File: config.mk
export PLATFORM = sky130hd
export DESIGN_NAME = lsu_mem_ctrl
export DESIGN_NICKNAME = d
export VERILOG_FILES = /design/src/rtl/lsu_mem_ctrl.sv
export SDC_FILE = /design/constraint.sdc
export NUM_CORES = 1
export LEC_CHECK = 0
export CAP_MARGIN = 10
export CORE_MARGIN = 2
export CORE_UTILIZATION = 49
export CTS_BUF_LIST = sky130_fd_sc_hd__clkbuf_8
export DETAILED_ROUTE_END_ITERATION = 8
export PLACE_DENSITY = 0.88
export SYNTH_ARGS = -nofsm -noshare
export SYNTH_HDL_FRONTEND = slang
export SYNTH_SLANG_ARGS = --single-unit
File: constraint.sdc
create_clock -name clk -period 3.6 [get_ports clk]
set_input_delay 0.72 -clock clk [delete_from_list [all_inputs] [get_ports clk]]
set_output_delay 0.72 -clock clk [all_outputs]
set_load 0.02 [all_outputs]
File: src/rtl/lsu_mem_ctrl.sv
// Load/store unit: latches the access, handshakes with a word memory, and extends load data.
// Latency: 3 cycles per access with zero memory wait states (request, WAIT, DONE); +1 per wait state.
// Backpressure: Stall holds the core from request until DONE; the access aborts after TIMEOUT_CYCLES.
// Optional: define LSU_MISALIGN_TRAP_EN to trap misaligned h/w accesses instead of aligning them down.
module lsu_mem_ctrl #(
   parameter int ADDR_WIDTH     = 32,
   parameter int TIMEOUT_CYCLES = 255
) (
   input  logic                  clk,
   input  logic                  rst_n,
   input  logic                  MemRead,
   input  logic                  MemWrite,
   input  logic [2:0]            funct3,
   input  logic [ADDR_WIDTH-1:0] ALUResult,
   input  logic [31:0]           WriteData,
   output logic [31:0]           ReadData,
   output logic                  Stall,
   output logic                  BusErr,
   output logic                  mem_req,
   output logic                  mem_we,
   output logic [ADDR_WIDTH-3:0] mem_addr,
   output logic [3:0]            mem_be,
   output logic [31:0]           mem_wdata,
   input  logic                  mem_ready,
   input  logic [31:0]           mem_rdata
);

   // Counter only needs to reach TIMEOUT_CYCLES-1: the abort fires on that WAIT cycle.
   localparam int CW = (TIMEOUT_CYCLES < 2) ? 1 : $clog2(TIMEOUT_CYCLES);
   localparam logic [CW-1:0] CNT_LAST = CW'(TIMEOUT_CYCLES - 1);

   typedef enum logic [1:0] {IDLE, WAIT, DONE} state_t;

   state_t        state;
   state_t        state_nxt;
   logic [CW-1:0] cnt;
   logic [2:0]    acc_f3;
   logic [1:0]    acc_lo;
   logic          req;
   logic          misalign;
   logic          timeout_hit;
   logic [3:0]    st_be;
   logic [31:0]   st_data;
   logic [7:0]    ld_byte;
   logic [15:0]   ld_half;
   logic [31:0]   ld_ext;

   assign req         = MemRead | MemWrite;
   assign timeout_hit = (state == WAIT) && !mem_ready && (cnt == CNT_LAST);

`ifdef LSU_MISALIGN_TRAP_EN
   // Halfword (lh/lhu/sh) on an odd byte, or word on a non-word boundary.
   assign misalign = ((funct3[1:0] == 2'b01) && ALUResult[0]) ||
                     ((funct3 == 3'b010) && (ALUResult[1:0] != 2'b00));
`else
   // Low address bits beyond the access size are simply ignored (aligned down).
   assign misalign = 1'b0;
`endif

   // State register.
   always_ff @(posedge clk or negedge rst_n) begin
      if (!rst_n) begin
         state <= IDLE;
      end else begin
         state <= state_nxt;
      end
   end

   // Next-state logic; DONE always returns to IDLE so a held request is not re-issued.
   always_comb begin
      state_nxt = state;
      case (state)
         IDLE: begin
            if (req) begin
               state_nxt = misalign ? DONE : WAIT;
            end
         end
         WAIT: begin
            if (mem_ready || timeout_hit) begin
               state_nxt = DONE;
            end
         end
         DONE:    state_nxt = IDLE;
         default: state_nxt = IDLE;
      endcase
   end

   // Core stall: combinational so the core freezes in the same cycle the request appears.
   always_comb begin
      Stall = 1'b0;
      if (((state == IDLE) && req) || (state == WAIT)) begin
         Stall = 1'b1;
      end
   end

   // Byte enables and lane-replicated store data from access size and low address bits.
   always_comb begin
      st_be   = 4'b1111;
      st_data = WriteData;
      case (funct3[1:0])
         2'b00: begin
            st_be   = 4'b0001 << ALUResult[1:0];
            st_data = {4{WriteData[7:0]}};
         end
         2'b01: begin
            st_be   = ALUResult[1] ? 4'b1100 : 4'b0011;
            st_data = {2{WriteData[15:0]}};
         end
         default: begin
            st_be   = 4'b1111;
            st_data = WriteData;
         end
      endcase
   end

   // Select and extend the loaded byte/halfword using the latched access fields.
   always_comb begin
      case (acc_lo)
         2'b00:   ld_byte = mem_rdata[7:0];
         2'b01:   ld_byte = mem_rdata[15:8];
         2'b10:   ld_byte = mem_rdata[23:16];
         default: ld_byte = mem_rdata[31:24];
      endcase
      ld_half = acc_lo[1] ? mem_rdata[31:16] : mem_rdata[15:0];
      case (acc_f3)
         3'b000:  ld_ext = {{24{ld_byte[7]}}, ld_byte};
         3'b001:  ld_ext = {{16{ld_half[15]}}, ld_half};
         3'b100:  ld_ext = {24'h0, ld_byte};
         3'b101:  ld_ext = {16'h0, ld_half};
         default: ld_ext = mem_rdata;
      endcase
   end

   // Access latch, memory handshake outputs, timeout counter, load result and error pulse.
   always_ff @(posedge clk or negedge rst_n) begin
      if (!rst_n) begin
         mem_req   <= 1'b0;
         mem_we    <= 1'b0;
         mem_addr  <= '0;
         mem_be    <= 4'b0000;
         mem_wdata <= 32'h0;
         ReadData  <= 32'h0;
         BusErr    <= 1'b0;
         cnt       <= '0;
         acc_f3    <= 3'b000;
         acc_lo    <= 2'b00;
      end else begin
         BusErr <= 1'b0;
         case (state)
            IDLE: begin
               if (req) begin
                  if (misalign) begin
                     BusErr   <= 1'b1;
                     ReadData <= 32'h0;
                  end else begin
                     mem_req   <= 1'b1;
                     mem_we    <= MemWrite;
                     mem_addr  <= ALUResult[ADDR_WIDTH-1:2];
                     mem_be    <= st_be;
                     mem_wdata <= st_data;
                     acc_f3    <= funct3;
                     acc_lo    <= ALUResult[1:0];
                     cnt       <= '0;
                  end
               end
            end
            WAIT: begin
               if (mem_ready) begin
                  mem_req <= 1'b0;
                  mem_we  <= 1'b0;
                  if (!mem_we) begin
                     ReadData <= ld_ext;
                  end
               end else if (timeout_hit) begin
                  mem_req  <= 1'b0;
                  mem_we   <= 1'b0;
                  BusErr   <= 1'b1;
                  ReadData <= 32'h0;
               end else begin
                  cnt <= cnt + 1'b1;
               end
            end
            default: begin
            end
         endcase
      end
   end

endmodule

; Word level (Yosys, flattened, before mapping)
; Index checks and enable logic that the tools add are counted.
[totals]
reg_bits = 116
inputBits = 104
elab_cells = 71
output_inout_bits = 102
[op_classes]
reduce_logical = 17
mux = 26
shift = 1
n_eq_ne = 14
n_bitwise = 1
n_addsub = 1
[ops]
columns = cell, n
row1 = case mux 32 bit (4 select lines), 1
row2 = two-way mux 32 bit, 3
row3 = case mux 32 bit (2 select lines), 1
row4 = two-way mux 8 bit, 3
row5 = case mux 8 bit (3 select lines), 1
row6 = two-way mux 16 bit, 1
row7 = case mux 8 bit (2 select lines), 1
row8 = "inequality test 2 bit, second input constant", 5
row9 = "adder 8 x 1 -> 8 bit, second input constant", 1
row10 = "== test 8 bit, second input constant", 1
row11 = two-way mux 1 bit, 8
row12 = case mux 4 bit (2 select lines), 1
row13 = "== test 2 x 1 -> 1 bit, second input constant", 3
row14 = "== test 3 bit, second input constant", 2
row15 = logical NOT 2 bit, 3
row16 = AND reduction 3 bit, 2
row17 = two-way mux 2 bit, 2
row18 = two-way mux 4 bit, 1
row19 = case mux 1 bit (2 select lines), 2
row20 = case mux 2 bit (2 select lines), 1
row21 = AND reduction 2 bit, 2
row22 = AND reduction 4 bit, 1
row23 = nonzero test 2 bit, 2
row24 = "left shift 1 x 2 -> 4 bit, first input constant", 1
row25 = 8 further kinds, 11

; Depth between registers and ports, before layout
[logic_depth]
word_depth = 6
depth_mapped = 7
ltp_nobuf = 6

; Worst setup path after synthesis
; OpenSTA, ideal clock, no wires.
[synth_path]
path_kind = input-to-reg
start = input port mem_rdata[31]
end = register ReadData[16]
setup_ns = 0.121
arrival_ns = 1.734
stages = 5
required_ns = 3.479
path_buffers = 1
setup_slack_ns = 1.745
cell_sequence = mux2_2 -> a22oi_4 -> a2111oi_4 -> buf_6 -> a22o_1
[synth_via]
elab_chain_cells = 4
word_cells_on_any_way = 5
classes_between = mux: 5
[synth_lines]
columns = item, line
row1 = start: declaration, 25  ; input logic [31:0] mem_rdata
row2 = case mux 8 bit (3 select lines) / two-way mux 16 bit (equally long branches), "118, 124"
row3 = case mux 32 bit (4 select lines) *, 125  ; case (acc_f3)
row4 = two-way mux 32 bit *, 171  ; if (!mem_we) begin
row5 = two-way mux 32 bit *, 168  ; if (mem_ready) begin
row6 = end signal: assignment, 172  ; ReadData <= ld_ext;
row7 = end: declaration, 16  ; output logic [31:0] ReadData,
; Every way passes the cells marked *; elsewhere a longest branch is shown, timed or not. The select of a mux whose other input is x is not followed.
; A chain may end at the register's enable or synchronous reset.

; Final worst setup path
[layout_path]
start = input port MemWrite
end = output port Stall
[layout_via]
elab_chain_cells = 4
[layout_lines]
columns = item, line
row1 = start: declaration, 12  ; input logic MemWrite,
row2 = OR 1 bit, 48  ; assign req = MemRead | MemWrite;
row3 = logical AND 1 bit, 91  ; if (((state == IDLE) && req) || (state == WAIT)) begin
row4 = logical OR 1 bit, 91
row5 = two-way mux 1 bit, 91
row6 = end: declaration, 17  ; output logic Stall,
; Every way passes these cells.

==> impl_metrics.env <==
export IMPL_status="completed"
export IMPL_finalSetupViolCount=0
export IMPL_areaGrowthSynthToFinish_pct=46.9
export IMPL_p_total_mw=7.09
export IMPL_wirelength_microns=15800
export IMPL_overflow=0
export IMPL_grt_pass1_vias=5099
export IMPL_drive_gt1_share_pct=7.48
export IMPL_cts_htree_levels=4
export IMPL_cts_buffer_depth=2
export IMPL_gp_congestion=0.837
export IMPL_path_common_cell="clkdlybuf4s50_1"
export IMPL_reg2reg_depth=4
export IMPL_hold_violations=0
export IMPL_path_class="in2out"
export IMPL_portBuffers=205
export IMPL_syn_area_per_cell_sq_um=9.62
export IMPL_firstDrtPassIters=5
export IMPL_row_count=38
export IMPL_ys_types=45
export IMPL_drv_slew=0
export IMPL_rsz0062_at_grt="no"
export IMPL_clk_latency_ns=0.42
export IMPL_leakage_nw=3.61
export IMPL_vias=4950
export IMPL_postCtsSetupBuffers=0
export IMPL_die_h_microns=110
export IMPL_grt_max_degree=75
export IMPL_slowest_delay_ns=0.64
export IMPL_post_place_ws_ns=0.823
export IMPL_holdCritPathClass="in2async"
export IMPL_fin_nets=870
export IMPL_fin_crit_ns=2.81
export IMPL_grt_use_total_pct=27.0
export IMPL_mostFrequentLayoutCells="204 x clkdlybuf4s50_1, 159 x nand2_1, 116 x dfrtp_1, 47 x o21ai_0, 34 x nand2b_1"
export IMPL_r2r_end="ReadData[21]"
export IMPL_tightest_slew_ns=0.929
export IMPL_cts_tree="yes"
export IMPL_root_buffer="clkbuf_8"
export IMPL_drc_errors=0
export IMPL_hpwl_microns=11300
export IMPL_cp_max_fo=3
export IMPL_viasPerCell=5.41
export IMPL_end_kind="output port"
export IMPL_numCtsBuffers=17
export IMPL_max_freq_mhz=356
export IMPL_skew_ns=0.00924
export IMPL_required_ns=2.88
export IMPL_antenna_cells=0
export IMPL_yosys_register_bits=116
export IMPL_setup_tns_ns=0
export IMPL_cellPowerDensity_nw_per_um2=885
export IMPL_wl_per_cell_microns=17.2
export IMPL_cap_viol_max_count=0
export IMPL_maxSlewHeadroom_pct=38.1
export IMPL_syn_num_nets=673
export IMPL_yosys_warnings=0
export IMPL_die_x_microns=110
export IMPL_reg2reg_from="acc_lo[1]"
export IMPL_ant_nets=0
export IMPL_grt_first_pass_wirelength_microns=24800
export IMPL_syn_inst=567
export IMPL_cts_sinks=116
export IMPL_io_pins=206
export IMPL_startpoint_type="input port"
export IMPL_drtIter0Drc=227
export IMPL_netlist_area_sq_um=5450
export IMPL_clkTransAtPathRegs_ns=0.06
export IMPL_arrival_ns=2.09
export IMPL_die_area_sq_um=12000
export IMPL_crit_chain="clkdlybuf4s50_1, nor3_1, nor2_1, clkdlybuf4s50_1"
export IMPL_cts_resized=0
export IMPL_layout_setup_ws_ns=0.792
export IMPL_start_util_pct=50.3
export IMPL_core_area_sq_um=10800
export IMPL_antenna_found_initial=0
export IMPL_ff2ff_setup_slack_ns=1.22
export IMPL_finalCritPeriodShare_pct=78.0
export IMPL_yosysSeqAreaShare_pct=53.2
export IMPL_ir_drop_v=0.000534
export IMPL_crit_slowest_cell="clkdlybuf4s50_1"
export IMPL_layout_commonest_cell="clkdlybuf4s50_1"
export IMPL_ctsHoldBuffers=0
metrics by stage:
step,hold WS (ns),cell area [sq um],std cells,utilization (%)
3_3_place_gp,0.457,7620,885,70.3
6_report,0.360,8010,915,73.9
4_1_cts,0.371,8010,915,73.9
2_1_floorplan,0.424,5450,567,-
3_5_place_dp,0.464,7620,885,70.3
5_1_grt,0.380,8010,915,73.9
report_power, final:
part | total, mW | switching [mW] | internal (mW)
Clock | 1.18 | 0.494 | 0.689
Sequential | 2.35 | 0.458 | 1.89
Combinational | 3.55 | 1.92 | 1.64
critical path: cells and delay by family:
| family | cells | cell delay, ns |
|---|---|---|
| buffers and inverters | 2 | 1.14 |
| and+or+nand+nor | 2 | 0.23 |
per-layer routing:
| metal | part of all wire (%) | routed length [microns] | GRT usage [%] | vias up |
|---|---|---|---|---|
| li1 | - | - | - | 2327 |
| met1 | 40 | 6340 | 32.5 | 2396 |
| met2 | 49 | 7760 | 45.3 | 195 |
| met3 | 8.2 | 1290 | 8.89 | 32 |
| met4 | 2.4 | 378 | 9.58 | 0 |
| met5 | 0 | 0 | 0 | - |
synth_stat cells, drive strengths merged:
cell type / count / area share (%)
nand2: 159 / 11
dfrtp: 116 / 53
o21ai: 48 / 4.4
nand2b: 34 / 3.9
mux2i: 31 / 5.7
a21oi: 22 / 2.1
clkbuf: 22 / 1.5
a22o: 18 / 2.9
nor2: 17 / 1.4
buf: 15 / 1.5
mux2: 10 / 2.1
nor3: 10 / 0.92
a32o: 8 / 1.5
nor2b: 8 / 0.92
inv: 7 / 0.48
o2bb2ai: 7 / 1.1
nand3: 4 / 0.37
o211ai: 4 / 0.55
or4: 4 / 0.55
a211oi: 2 / 0.28
a31oi: 2 / 0.23
and3: 2 / 0.23
ha: 2 / 0.46
or3: 2 / 0.23
a2111oi: 1 / 0.50
a21o: 1 / 0.14
a22oi: 1 / 0.39
a2bb2oi: 1 / 0.16
and2b: 1 / 0.16
nand3b: 1 / 0.14
nand4: 1 / 0.11
nor3b: 1 / 0.23
nor4: 1 / 0.23
o21a: 1 / 0.14
o221ai: 1 / 0.16
or2: 1 / 0.11
or2b: 1 / 0.14
kinds of logic after synthesis:
logic type / count (synthesis) / synth area share, %
mux: 41 / 7.75
fa+ha+maj: 2 / 0.459
simple gates: 247 / 20.5
buf+inv: 44 / 3.51
flops: 116 / 53.2
compound gates: 117 / 14.5
flip-flops by register name, summed over array words and instances, names as in the netlist:
signal and cells:
BusErr 1, acc_f3 3, mem_we 1, mem_be 4, mem_addr 30, ReadData 32, mem_req 1, acc_lo 2
cnt 8, state 2, mem_wdata 32
final cells by class:
cell class	instances	area, sq um
well taps	140	175
clock buffers	22	303
repair buffers	215	2150
inverters	7	26.3
clock inverters	8	85.1
flip-flops and latches	116	2900
fillers	778	2830
multi-input cells	407	2370
how the worst max path moves through the flow:
stage,to,slack [ns],cells past startpoint,start
detailed placement,Stall,0.82,4,MemWrite
global route,Stall,0.74,4,MemWrite
finish,Stall,0.79,4,MemWrite
floorplan,ReadData[16],1.75,5,mem_rdata[31]
global placement,Stall,0.85,4,MemWrite
CTS,Stall,0.81,4,MemWrite
Note: power is estimated with default switching activity, not from simulation.
